$ cat src/rtl/game_pkg.sv
// Shared constants for the game controller's score/display path: display modes,
// conversion FSM encoding and active-low seven-segment patterns.
package game_pkg;

    localparam int SCORE_W    = 13;
    localparam int NUM_DIGITS = 4;
    localparam int BCD_W      = 4 * NUM_DIGITS;

    localparam logic [1:0] DISP_BLANK = 2'b00;
    localparam logic [1:0] DISP_SCORE = 2'b01;
    localparam logic [1:0] DISP_FULL  = 2'b10;
    localparam logic [1:0] DISP_DASH  = 2'b11;

    typedef enum logic [1:0] {
        IDLE  = 2'd0,
        LOAD  = 2'd1,
        SHIFT = 2'd2
    } convState_t;

    // Segment order {g,f,e,d,c,b,a}, a 0 lights the segment.
    localparam logic [6:0] SEG_0     = 7'b1000000;
    localparam logic [6:0] SEG_1     = 7'b1111001;
    localparam logic [6:0] SEG_2     = 7'b0100100;
    localparam logic [6:0] SEG_3     = 7'b0110000;
    localparam logic [6:0] SEG_4     = 7'b0011001;
    localparam logic [6:0] SEG_5     = 7'b0010010;
    localparam logic [6:0] SEG_6     = 7'b0000010;
    localparam logic [6:0] SEG_7     = 7'b1111000;
    localparam logic [6:0] SEG_8     = 7'b0000000;
    localparam logic [6:0] SEG_9     = 7'b0010000;
    localparam logic [6:0] SEG_DASH  = 7'b0111111;
    localparam logic [6:0] SEG_BLANK = 7'b1111111;

    function automatic logic [6:0] digitToSeg(input logic [3:0] digit);
        logic [6:0] pattern;
        case (digit)
            4'd0:    pattern = SEG_0;
            4'd1:    pattern = SEG_1;
            4'd2:    pattern = SEG_2;
            4'd3:    pattern = SEG_3;
            4'd4:    pattern = SEG_4;
            4'd5:    pattern = SEG_5;
            4'd6:    pattern = SEG_6;
            4'd7:    pattern = SEG_7;
            4'd8:    pattern = SEG_8;
            4'd9:    pattern = SEG_9;
            default: pattern = SEG_BLANK;
        endcase
        return pattern;
    endfunction

    // Double-dabble correction: any nibble >= 5 would overflow past 9 after the shift.
    function automatic logic [BCD_W-1:0] addThree(input logic [BCD_W-1:0] scratch);
        logic [BCD_W-1:0] adjusted;
        for (int i = 0; i < NUM_DIGITS; i++) begin
            adjusted[i*4 +: 4] = (scratch[i*4 +: 4] >= 4'd5) ? scratch[i*4 +: 4] + 4'd3
                                                             : scratch[i*4 +: 4];
        end
        return adjusted;
    endfunction

endpackage

$ cat src/rtl/bin2bcd_serial.sv
// Serial shift-and-add-3 binary to BCD converter with a one-deep pending slot;
// the committed BCD register only ever holds complete results.
module bin2bcd_serial
    import game_pkg::*;
(
    input  logic               clk,
    input  logic               rst_n,
    input  logic               start,
    input  logic [SCORE_W-1:0] value,
    output logic               busy,
    output logic [BCD_W-1:0]   bcd
);

    convState_t         state;
    convState_t         stateNext;
    logic [SCORE_W-1:0] loadValue;
    logic [SCORE_W-1:0] shiftReg;
    logic [SCORE_W-1:0] pendingValue;
    logic               pendingValid;
    logic [BCD_W-1:0]   scratch;
    logic [BCD_W-1:0]   adjusted;
    logic [BCD_W-1:0]   scratchNext;
    logic [3:0]         shiftCnt;
    logic               lastShift;

    assign adjusted    = addThree(scratch);
    assign scratchNext = (adjusted << 1) | {{(BCD_W-1){1'b0}}, shiftReg[SCORE_W-1]};
    assign lastShift   = (state == SHIFT) && (shiftCnt == 4'(SCORE_W - 1));
    assign busy        = (state != IDLE);

    always_ff @(posedge clk or negedge rst_n) begin
        if (!rst_n) begin
            state <= IDLE;
        end else begin
            state <= stateNext;
        end
    end

    // NOTE: stateNext gets a default before the case so no path leaves it unassigned (no latch).
    always_comb begin
        stateNext = state;
        case (state)
            IDLE:    if (start) stateNext = LOAD;
            LOAD:    stateNext = SHIFT;
            SHIFT:   if (lastShift) stateNext = (start || pendingValid) ? LOAD : IDLE;
            default: stateNext = IDLE;
        endcase
    end

    // NOTE: non-blocking throughout so the shift and the commit both see pre-edge values.
    always_ff @(posedge clk or negedge rst_n) begin
        if (!rst_n) begin
            loadValue    <= '0;
            shiftReg     <= '0;
            pendingValue <= '0;
            pendingValid <= 1'b0;
            scratch      <= '0;
            shiftCnt     <= '0;
            bcd          <= '0;
        end else begin
            case (state)
                IDLE: if (start) loadValue <= value;
                LOAD: begin
                    scratch  <= '0;
                    shiftReg <= loadValue;
                    shiftCnt <= '0;
                end
                SHIFT: begin
                    scratch  <= scratchNext;
                    shiftReg <= shiftReg << 1;
                    shiftCnt <= shiftCnt + 4'd1;
                end
                default: ;
            endcase

            // A strobe on the completion edge is newer than any held pending value.
            if (lastShift) begin
                bcd          <= scratchNext;
                pendingValid <= 1'b0;
                if (start) begin
                    loadValue <= value;
                end else if (pendingValid) begin
                    loadValue <= pendingValue;
                end
            end else if (start && busy) begin
                pendingValid <= 1'b1;
                pendingValue <= value;
            end
        end
    end

endmodule

$ cat src/rtl/score_display_driver.sv
// Drives a 4-digit multiplexed seven-segment display from the controller's score,
// with a free-running refresh scan and registered anode/segment outputs.
module score_display_driver
    import game_pkg::*;
#(
    parameter int REFRESH_DIV = 50000
)
(
    input  logic               clk,
    input  logic               rst_n,
    input  logic [SCORE_W-1:0] display_score,
    input  logic [1:0]         display_ctrl,
    input  logic               score_valid,
    output logic               busy,
    output logic [3:0]         an,
    output logic [6:0]         seg,
    output logic               dp
);

    localparam int CNT_W = (REFRESH_DIV > 1) ? $clog2(REFRESH_DIV) : 1;

    logic [BCD_W-1:0]      bcd;
    logic [CNT_W-1:0]      refreshCnt;
    logic [1:0]            digitIdx;
    logic [1:0]            msdIdx;
    logic [3:0]            curDigit;
    logic [NUM_DIGITS-1:0] digitSel;
    logic [NUM_DIGITS-1:0] anNext;
    logic [6:0]            segNext;

    bin2bcd_serial converter (
        .clk   (clk),
        .rst_n (rst_n),
        .start (score_valid),
        .value (display_score),
        .busy  (busy),
        .bcd   (bcd)
    );

    assign dp = 1'b1;

    always_ff @(posedge clk or negedge rst_n) begin
        if (!rst_n) begin
            refreshCnt <= '0;
            digitIdx   <= '0;
        end else if (refreshCnt == CNT_W'(REFRESH_DIV - 1)) begin
            refreshCnt <= '0;
            digitIdx   <= digitIdx + 2'd1;
        end else begin
            refreshCnt <= refreshCnt + 1'b1;
        end
    end

    assign curDigit = bcd[{digitIdx, 2'b00} +: 4];
    assign digitSel = ~(NUM_DIGITS'(1) << digitIdx);

    // Highest non-zero digit; stays 0 for a zero score so digit 0 is always lit.
    always_comb begin
        msdIdx = 2'd0;
        for (int i = 1; i < NUM_DIGITS; i++) begin
            if (bcd[i*4 +: 4] != 4'd0) msdIdx = 2'(i);
        end
    end

    always_comb begin
        anNext  = '1;
        segNext = SEG_BLANK;
        case (display_ctrl)
            DISP_BLANK: ;
            DISP_SCORE: begin
                if (digitIdx <= msdIdx) begin
                    anNext  = digitSel;
                    segNext = digitToSeg(curDigit);
                end
            end
            DISP_FULL: begin
                anNext  = digitSel;
                segNext = digitToSeg(curDigit);
            end
            DISP_DASH: begin
                anNext  = digitSel;
                segNext = SEG_DASH;
            end
            default: ;
        endcase
    end

    always_ff @(posedge clk or negedge rst_n) begin
        if (!rst_n) begin
            an  <= '1;
            seg <= SEG_BLANK;
        end else begin
            an  <= anNext;
            seg <= segNext;
        end
    end

endmodule

$ cat config.mk
export PLATFORM = sky130hd
export DESIGN_NAME = score_display_driver
export DESIGN_NICKNAME = d
export VERILOG_FILES = /design/src/rtl/game_pkg.sv /design/src/rtl/bin2bcd_serial.sv /design/src/rtl/score_display_driver.sv
export SDC_FILE = /design/constraint.sdc
export NUM_CORES = 1
export LEC_CHECK = 0
export ABC_AREA = 1
export BUFFER_PORTS_ARGS = -buffer_cell sky130_fd_sc_hd__buf_2
export CORE_MARGIN = 5
export CORE_UTILIZATION = 55
export DETAILED_ROUTE_END_ITERATION = 7
export GPL_ROUTABILITY_DRIVEN = 0
export PLACE_DENSITY = 0.73
export SYNTH_ARGS = -nofsm -noshare
export SYNTH_HDL_FRONTEND = slang
export SYNTH_HIERARCHICAL = 1
export SYNTH_SLANG_ARGS = --single-unit
$ cat constraint.sdc
create_clock -name clk -period 1.9 [get_ports clk]
set_clock_uncertainty 0.1 [all_clocks]
set_input_delay 0.095 -clock clk [delete_from_list [all_inputs] [get_ports clk]]
set_output_delay 0.095 -clock clk [all_outputs]
set_load 0.01 [all_outputs]
==> impl_metrics.csv <==
group,metric,value,unit
cts,clk_path_buf_depth,2,
critical_path,cp_data_required_time,2.10,ns
critical_path,start_kind,"register",
route,met1_length,5160,um
yosys,syn_inst,736,
yosys,synth_warnings,6,
floorplan,fp.dieArea,12700,um^2
placed_design,port_buffers,29,
final_layout,mostFrequentLayoutCells,"nand2_1 (226), dfrtp_1 (95), nand3_1 (89)",
sta,tightest_slew,0.570,ns
cts,path_clk_slew,0.09,ns
pwr,seqPwrFrac,47.4,%
pwr,p_comb_share,32.7,%
yosys,ys_ff_latch,107,
critical_path,worst-path-buf-inv,2,
sta,period_needed,1.92,ns
floorplan,die_y,113,um
route,antenna_left,0,
floorplan,start_util,56.3,%
critical_path,worst-setup-path-type,"reg -> reg",
yosys,ys_async_sr_fraction,100,%
pwr,p_sw,2.33,mW
route,routed-via-count,4900,
placed_design,postPlaceCellArea,6110,um^2
grt,grt_usage,19.0,%
final_layout,nNetsFinal,833,
route,via_per_inst,5.27,
critical_path,crit_top_cell,"inv_1",
worst_hold_path,hold_path_class,"in -> reg",
cts,cts_tree,"yes",
placed_design,dp.final_hpwl,8060,um
cts,cts-root-buf,"clkbuf_8",
route,finalWirelength,11700,um
critical_path,slowest_delay,0.42,ns
outcome,violations,"setup timing",
cts,htree_levels,3,
route,wl_met3,432,um
yosys,syn_avg_cell_area,7.86,um^2
yosys,syn-num-nets,780,
cts,clkLatencyLatePin,0.37,ns
critical_path,critPathArrivalTime,2.12,ns
grt,grt-ovfl-total,0,
sta,slew_viol_final,0,
grt,antenna_found_initial,0,
sta,maxSlewHeadroom,62.0,%
yosys,seq_area_frac_synth,46.5,%
sta,fmax,0.522,GHz
yosys,netlist_area,5790,um^2
final_layout,stdcell_area,6520,um^2
route,wl_per_cell,12.6,um
cts,cts_sinks,107,
sta,period_share,101,%
sta,setup_viol,5,
sta,fin_tns_setup,-0.0623,ns
yosys,netlist-cell-type-count,36,
sta,rsz0062_at_grt,"yes",
pwr,p_per_area,969,nW/um^2
run,maxCapViolCount,0,
critical_path,crit_family,"simple AND/OR/NAND/NOR gates",
pwr,fin_total_pwr,6.32,mW
final_layout,postLayoutCoreUtil,63.4,%
grt,grt_pass1_vias,4745,
route,dr_wl_met2,5890,um
pwr,p_leak,3.39,nW
final_layout,mostFrequentLayoutCell,"nand2_1",
grt,grt_start_max_net_pins,108,
final_layout,antennaDiodeCount,0,
floorplan,chipWidth,113,um
floorplan,pin_count,31,
yosys,synth_ff_type,"dfrtp_1",
pwr,intPower,3.99,mW
floorplan,fp.coreArea,10300,um^2
route,drtIter0Drc,236,
route,drc,0,
outcome,status,"finished, violations left",
route,highest_layer,"met4",
grt,grt_pass1_wl,20400,um
critical_path,endpoint_kind,"register",
pwr,clockPowerShare,19.9,%
pwr,ir_drop,0.608,mV
cts,cts_buffers,9,
route,dr.pass1.iters,5,
pwr,netSwitchingFraction,36.8,%
critical_path,crit_chain,"nor4_4 > inv_1 > nor2_1 > ha_1 > inv_1 > o21bai_1 > a21oi_2 > nand2_2 > nor2_4 > nand2_1",
floorplan,rows,37,
final_layout,drive_above_1_share,14.0,%
critical_path,cp_slowest_cell,"dfrtp_1",
sta,final.setup.worst_slack,-0.0158,ns
yosys,synth_edf_count,0,
final_layout,area_delta_synth_final,12.6,%
sta,hold_viol,0,
critical_path,worstPathMaxFanout,5,
==> through the flow <==
step	hold slack (ns)	std cells	setup WS, ns
global placement	0.114	894	-0.00110
CTS	0.0645	927	-0.0186
global route	0.106	930	-0.206
floorplan	-0.301	736	0.0706
detailed placement	0.119	894	-0.0312
finish	0.113	930	-0.0158
==> timing repair <==
action	in CTS	in global routing
pin swaps	1	5
gates cloned	0	1
buffers inserted	0	2
setup endpoints to repair	5	34
gates resized for setup	2	11
hold endpoints to repair	122	0
hold buffers	17	0
==> path summary, 6_finish.rpt <==
kind	start	to	slack (ns)	cells past startpoint
max	converter/bcd[13]	seg[1]	-0.02	10
min	score_valid	converter/loadValue[1]	0.11	4
max reg2reg	converter/bcd[13]	seg[1]	-0.02	10
min reg2reg	refreshCnt[0]	refreshCnt[0]	0.37	1
max in group asynchronous	rst_n	converter/pendingValue[2]	1.04	3
min in group asynchronous	rst_n	refreshCnt[1]	0.24	3
==> power by group through the flow <==
stage | Combinational [mW] | Clock [mW] | Sequential (mW)
2_1_floorplan | 1.48 | 0 | 3.00
3_3_place_gp | 1.85 | 0 | 3.02
3_5_place_dp | 1.95 | 0 | 3.04
4_1_cts | 1.99 | 1.31 | 3.00
5_1_grt | 2.38 | 1.40 | 3.05
6_report | 2.07 | 1.26 | 3.00
==> layer usage <==
metal  vias to the layer above  track usage (%)
li1                       2474                -
met5                         -                0
met4                         0             8.17
met3                        24             2.37
met1                      2302             23.6
met2                       100             33.2
==> final cells by class <==
type	instances	area (um^2)
fill	880	3760
sequential	107	2690
multi-input combinational	514	2650
timing repair buffer	67	488
inverter	89	340
tap	136	170
clock buffer	10	128
clock inverter	6	41.3
timing repair inverter	1	7.51
==> state kept, by name, summed over array words and instances, names as in the netlist, 2 cells and up <==
| register | flops |
|---|---|
| an | 4 |
| converter/bcd | 16 |
| converter/loadValue | 13 |
| converter/pendingValue | 13 |
| converter/scratch | 16 |
| converter/shiftCnt | 4 |
| converter/shiftReg | 13 |
| converter/state | 2 |
| digitIdx | 2 |
| refreshCnt | 16 |
| seg | 7 |
==> Yosys cell counts (8+ instances only) <==
library cell / n / area share (%)
dfrtp_1: 96 / 42
o211ai_1: 10 / 1.3
nand2_1: 227 / 15
ha_1: 26 / 5.6
xor2_1: 8 / 1.2
nand4_1: 10 / 1.1
nand2_2: 10 / 1.1
o21ai_0: 36 / 3.1
buf_2: 12 / 1.0
nor2_1: 31 / 2.0
dfstp_2: 11 / 5.0
nand3_1: 89 / 7.7
inv_1: 82 / 5.3
a21oi_1: 33 / 2.9
==> kinds of logic (layout without fill, tap and decap cells) <==
kind of cell,Yosys count,in the layout,share of synthesized area (%)
compound gates,94,94,9.01
xor+xnor,8,8,1.21
fa+ha+maj,26,26,5.62
buf+inv,115,173,8.43
flops,107,107,46.5
other cells,1,1,0.0648
simple gates,385,385,29.2
==> tightest hold or removal path, stage by stage <==
cell	delay (ns)
buf_2	0.19
a21oi_1	0.15
nand2_1	0.06
nand2_1	0.05
Note: power is estimated with default switching activity, not from simulation.
